==> src/rtl/pipe_frame_packer.sv <==
// Packs four 32-bit PipeIn words into 128-bit frames and queues them in a
// small FIFO; frames that find the FIFO full are dropped and counted.
module pipe_frame_packer #(
  parameter int FRAME_WORDS = 4,
  parameter int FIFO_DEPTH  = 4
) (
  input  logic                        okClk,
  input  logic                        rst,
  input  logic [31:0]                 pipe_in_data,
  input  logic                        pipe_in_valid,
  input  logic                        flush,
  input  logic                        clear_ovf,
  output logic [127:0]                frame_data,
  output logic                        frame_valid,
  input  logic                        frame_ready,
  output logic [$clog2(FIFO_DEPTH):0] fill_level,
  output logic                        overflow,
  output logic [15:0]                 drop_count
);
  localparam int AW = $clog2(FIFO_DEPTH);
  localparam int FW = AW + 1;
  localparam logic [FW-1:0] DEPTH_C  = FW'(FIFO_DEPTH);
  localparam logic [AW-1:0] PTR_ONE  = AW'(1);
  localparam logic [FW-1:0] CNT_ONE  = FW'(1);
  localparam logic [1:0]    LAST_IDX = 2'(FRAME_WORDS - 1);

  logic [1:0]   idx_q, idx_d;
  logic [95:0]  asm_q, asm_d;
  logic [AW-1:0] wr_ptr_q, wr_ptr_d, rd_ptr_q, rd_ptr_d;
  logic [FW-1:0] cnt_q, cnt_d;
  logic         ovf_q, ovf_d;
  logic [15:0]  drop_q, drop_d;
  logic [127:0] mem_q [FIFO_DEPTH];

  logic [127:0] frame_s;
  logic         push_s, pop_s, accept_s, drop_s;

  // A full FIFO still takes a frame when the head leaves in the same cycle.
  always_comb begin
    frame_s  = {asm_q, pipe_in_data};
    push_s   = pipe_in_valid && !flush && (idx_q == LAST_IDX);
    pop_s    = (cnt_q != {FW{1'b0}}) && frame_ready;
    accept_s = push_s && ((cnt_q < DEPTH_C) || pop_s);
    drop_s   = push_s && !accept_s;
  end

  always_comb begin
    idx_d = idx_q;
    asm_d = asm_q;
    if (flush) begin
      idx_d = 2'd0;
      asm_d = {96{1'b0}};
    end else if (pipe_in_valid) begin
      case (idx_q)
        2'd0:    asm_d[95:64] = pipe_in_data;
        2'd1:    asm_d[63:32] = pipe_in_data;
        2'd2:    asm_d[31:0]  = pipe_in_data;
        default: asm_d        = {96{1'b0}};
      endcase
      idx_d = (idx_q == LAST_IDX) ? 2'd0 : idx_q + 2'd1;
    end else begin
      idx_d = idx_q;
    end
  end

  always_comb begin
    wr_ptr_d = accept_s ? wr_ptr_q + PTR_ONE : wr_ptr_q;
    rd_ptr_d = pop_s ? rd_ptr_q + PTR_ONE : rd_ptr_q;
    case ({accept_s, pop_s})
      2'b10:   cnt_d = cnt_q + CNT_ONE;
      2'b01:   cnt_d = cnt_q - CNT_ONE;
      default: cnt_d = cnt_q;
    endcase
  end

  // A drop in the clearing cycle survives the clear as the first new drop.
  always_comb begin
    ovf_d  = ovf_q;
    drop_d = drop_q;
    if (clear_ovf) begin
      ovf_d  = drop_s;
      drop_d = drop_s ? 16'd1 : 16'd0;
    end else if (drop_s) begin
      ovf_d  = 1'b1;
      drop_d = (drop_q == 16'hFFFF) ? drop_q : drop_q + 16'd1;
    end else begin
      ovf_d  = ovf_q;
      drop_d = drop_q;
    end
  end

  always_ff @(posedge okClk or posedge rst) begin
    if (rst) begin
      idx_q    <= 2'd0;
      asm_q    <= {96{1'b0}};
      wr_ptr_q <= {AW{1'b0}};
      rd_ptr_q <= {AW{1'b0}};
      cnt_q    <= {FW{1'b0}};
      ovf_q    <= 1'b0;
      drop_q   <= 16'd0;
      for (int i = 0; i < FIFO_DEPTH; i++) begin
        mem_q[i] <= {128{1'b0}};
      end
    end else begin
      idx_q    <= idx_d;
      asm_q    <= asm_d;
      wr_ptr_q <= wr_ptr_d;
      rd_ptr_q <= rd_ptr_d;
      cnt_q    <= cnt_d;
      ovf_q    <= ovf_d;
      drop_q   <= drop_d;
      if (accept_s) begin
        mem_q[wr_ptr_q] <= frame_s;
      end
    end
  end

  // Outputs decode registered state only; the head is masked while empty.
  always_comb begin
    frame_valid = (cnt_q != {FW{1'b0}});
    fill_level  = cnt_q;
    frame_data  = frame_valid ? mem_q[rd_ptr_q] : {128{1'b0}};
    overflow    = ovf_q;
    drop_count  = drop_q;
  end
endmodule
==> config.mk <==
export PLATFORM = sky130hd
export DESIGN_NAME = pipe_frame_packer
export DESIGN_NICKNAME = d
export VERILOG_FILES = /design/src/rtl/pipe_frame_packer.sv
export SDC_FILE = /design/constraint.sdc
export NUM_CORES = 1
export LEC_CHECK = 0
export CAP_MARGIN = 30
export CORE_MARGIN = 2
export CORE_UTILIZATION = 35
export DETAILED_ROUTE_END_ITERATION = 16
export GPL_TIMING_DRIVEN = 0
export PLACE_DENSITY = 0.55
export REMOVE_ABC_BUFFERS = 1
export SYNTH_ARGS = -nofsm -noshare
export SYNTH_HDL_FRONTEND = slang
export SYNTH_SLANG_ARGS = --single-unit
==> constraint.sdc <==
create_clock -name okClk -period 25 [get_ports okClk]
set_clock_uncertainty 0.05 [all_clocks]
set_input_delay 3.75 -clock okClk [delete_from_list [all_inputs] [get_ports okClk]]
set_output_delay 3.75 -clock okClk [all_outputs]
set_load 0.02 [all_outputs]
==> run_results.csv <==
group,metric,value,unit
status,outcome,"finished, final reports clean",
logic_synthesis,synth_top_cell_by_area,"dfrtp_1",
critical_path,crit_family,"buffers and inverters",
floorplan,die_h,295.6,um
critical_path,critPathLaunchType,"register",
critical_path,reg2reg_setup_slack,21610,ps
routing,via_per_inst,5.098,
logic_synthesis,synth_top_area_share,53.31,%
power,total_power,2702,uW
clock_tree,cts_max_path_buffers,3,
placed_design,post-place-ws,17770,ps
placed_design,dpl.hpwl,41330,um
sta,rsz0062_at_grt,"no",
min_path,hold_end,"mem_q[262]",
clock_tree,clock-root-buffer,"clkbuf_16",
grt,antenna_found_initial,3,
floorplan,start_util,35.45,%
clock_tree,clkSinkCount,634,
clock_tree,cts_hold_buf,0,
clock_tree,ctsResizeCount,0,
grt,grt_max_degree,137,
logic_synthesis,seq_area_frac_synth,53.31,%
power,pwr_density_cell,76.32,mW/mm2
floorplan,die-area,0.08738,mm2
logic_synthesis,synth-main-ff-cell,"dfrtp_1",
logic_synthesis,synthTopCellsByArea,"dfrtp_1 (53%), mux2_4 (21%), mux4_2 (9.7%)",
sta,period_needed,7255,ps
layout,regArea,0.01587,mm2
run,drv_cap,0,
floorplan,row_count,106,
placed_design,dpl_cell_area,0.03293,mm2
grt,grt_pass1_wl,114900,um
logic_synthesis,netlist_instances,1788,
critical_path,rr_startpoint,"idx_q[0]",
critical_path,path_common_cell,"buf_16",
routing,top_layer,"met4",
sta,setup_ws,17740,ps
critical_path,crit_arrival,3460,ps
routing,dr.pass1.iters,7,
critical_path,critPathMaxFanout,39,
power,vdd_drop_max,0.09261,mV
critical_path,r2r-end,"mem_q[183]",
routing,routed_wl,72740,um
routing,drc_errors,0,
clock_tree,clk_latency,600,ps
floorplan,core,0.08395,mm2
power,p_leak,0.01752,uW
routing,num_vias,15993,
critical_path,cp-end-kind,"primary output",
layout,final_net_count,1998,
layout,diodes,0,
clock_tree,cts_tree,"done",
clock_tree,cts_buffers,74,
logic_synthesis,synth-edff-count,0,
layout,nFillCells,7481,
routing,wl_met2,33620,um
grt,grt_pass1_vias,18276,
critical_path,crit_path_cell_trace,"buf_16, buf_16, mux4_2, and2_1, clkdlybuf4s50_1",
critical_path,cpMaxStageDelayCell,"dfrtp_4",
routing,wl_met3,3376,um
logic_synthesis,yosysUniqueCellTypes,50,
sta,drv_slew,0,
critical_path,critPathKind,"register to primary output",
clock_tree,clk_pin_slew_worst_paths,60,ps
routing,ant_nets,0,
sta,min_period_over_period,29.02,%
critical_path,required,21200,ps
placed_design,gp_congestion,0.7400,
critical_path,worstRegToRegCells,7,
layout,syn_to_final_growth,18.95,%
grt,grtUsageTotal,17.07,%
logic_synthesis,synthAdderAreaFrac,0.4877,%
logic_synthesis,yosysWarnings,0,
layout,drive_gt1_share,40.39,%
sta,tightest_slew,984.7,ps
routing,m1WireLength,34660,um
layout,final_area,0.03540,mm2
sta,maxSlewHeadroom,34.06,%
clock_tree,post_cts_buffers,0,
min_path,holdPathStages,1,
layout,multi_input_area,0.01293,mm2
logic_synthesis,ys_ff_latch,634,
routing,wl_per_cell,23.19,um
sta,fin_hold_ws,450.2,ps
logic_synthesis,synthXorXnorAreaFrac,0.1766,%
min_path,min-delay-start,"mem_q[262]",
placed_design,io_buffers,186,
logic_synthesis,synth_simple_gate_area_share,4.713,%
critical_path,slowest_delay,820,ps
grt,gr-total-overflow,0,
logic_synthesis,avgSynthCellArea,16.65,um2
min_path,min_path_type,"register to register",
logic_synthesis,synth_mux_area_share,34.28,%
floorplan,die_w,295.6,um
logic_synthesis,synth_top_family_by_area,"multiplexers",
logic_synthesis,synth-compound-area-share,3.561,%
logic_synthesis,netlist_area,0.02976,mm2
floorplan,ios,187,
routing,drt-initial-drc-count,836,
critical_path,cp.buffers_inverters,3,
sta,clock.fmax,0.1378,GHz
logic_synthesis,synth-async-reset-ratio,100.0,%
sta,setup_viol,0,
sta,hold_violations,0,
clock_tree,h-tree-depth,3,
## metal layers
layer	vias up	GRT usage (%)
li1	6894	-
met1	8755	24.37
met2	274	26.82
met3	70	3.330
met4	0	4.011
met5	-	0
## area by class of cell
| class | count | share of cell area, % |
|---|---|---|
| clock buffers | 99 | 5.923 |
| repair buffers | 216 | 7.471 |
| well taps | 1134 | 4.008 |
| inverters | 15 | 0.1802 |
| multi-input cells | 1008 | 36.53 |
| flip-flops and latches | 634 | 44.83 |
| clock inverters | 31 | 1.057 |
## power breakdown
part	internal [uW]	switching, uW	leakage (uW)
clock network	671	435	0.00122
logic	225	257	0.00751
registers	1070	44.6	0.00879
## logic make-up (layout without fill, tap and decap cells)
kind of cell	after synthesis	after routing
buffers and inverters	146	361
muxes	642	642
adders and majority gates	11	11
and+or+nand+nor	220	220
DFF	634	634
xor gates and xnor gates	6	6
AOI/OAI and AO/OA	129	129
## worst max-delay path by stage
stage               depth (start not counted)             end  slack (ps)        start
floorplan                                   1        asm_q[0]        3440          rst
global placement                            2       mem_q[25]       -3080          rst
detailed placement                          8      mem_q[147]       17770        flush
CTS                                         5  frame_data[69]       17620  rd_ptr_q[1]
global route                                5  frame_data[69]       17550  rd_ptr_q[1]
finish                                      5  frame_data[75]       17740  rd_ptr_q[1]
## sequential cells by signal (all words and copies together) (netlist names)
signal and cells:
asm_q 96, drop_count 16, fill_level 3, idx_q 2
mem_q 512, overflow 1, rd_ptr_q 2, wr_ptr_q 2
## per-stage QoR
step                      utilization (%)  setup TNS [ps]  instances
after floorplan                         -               0       1657
after global placement              38.19        -1893030       2977
after detailed placement            39.23               0       3007
after CTS                           42.17               0       3137
after global routing                42.17               0       3137
final                               42.17               0       3137
## worst reg2reg max path, stage by stage, from the launching register on
cell,delay (ps)
dfrtp_1,410
ha_1,220
and3b_1,230
nor2b_2,820
nand2_8,390
buf_16,360
buf_16,310
mux2_4,490
## placed cells by master (no fill, tap or decap), drive strengths merged, types with 18 or more instances in the layout
cell,Yosys,final
nor2b,35,35
inv,15,18
a22o,96,96
clkbuf,39,99
dfrtp,634,634
mux2,513,513
mux4,128,128
clkdlybuf4s50,0,185
and2,131,131
buf,92,31
## Yosys cell counts, drive strengths merged (3+ instances only)
cell type and number:
a31oi 3, inv 15, a21oi 10, and3 4, nor2b 35, buf 92, ha 10, nand4 6
or3 3, mux2 513, o41ai 3, nor3 4, nand2 10, nand3 3, o21ai 5, a211oi 4
and2 131, nor2 10, a22o 96, mux4 128, xnor2 3, and4 4, and4b 3, xor2 3
clkbuf 39, dfrtp 634
Power figures use the tool's default switching activity.
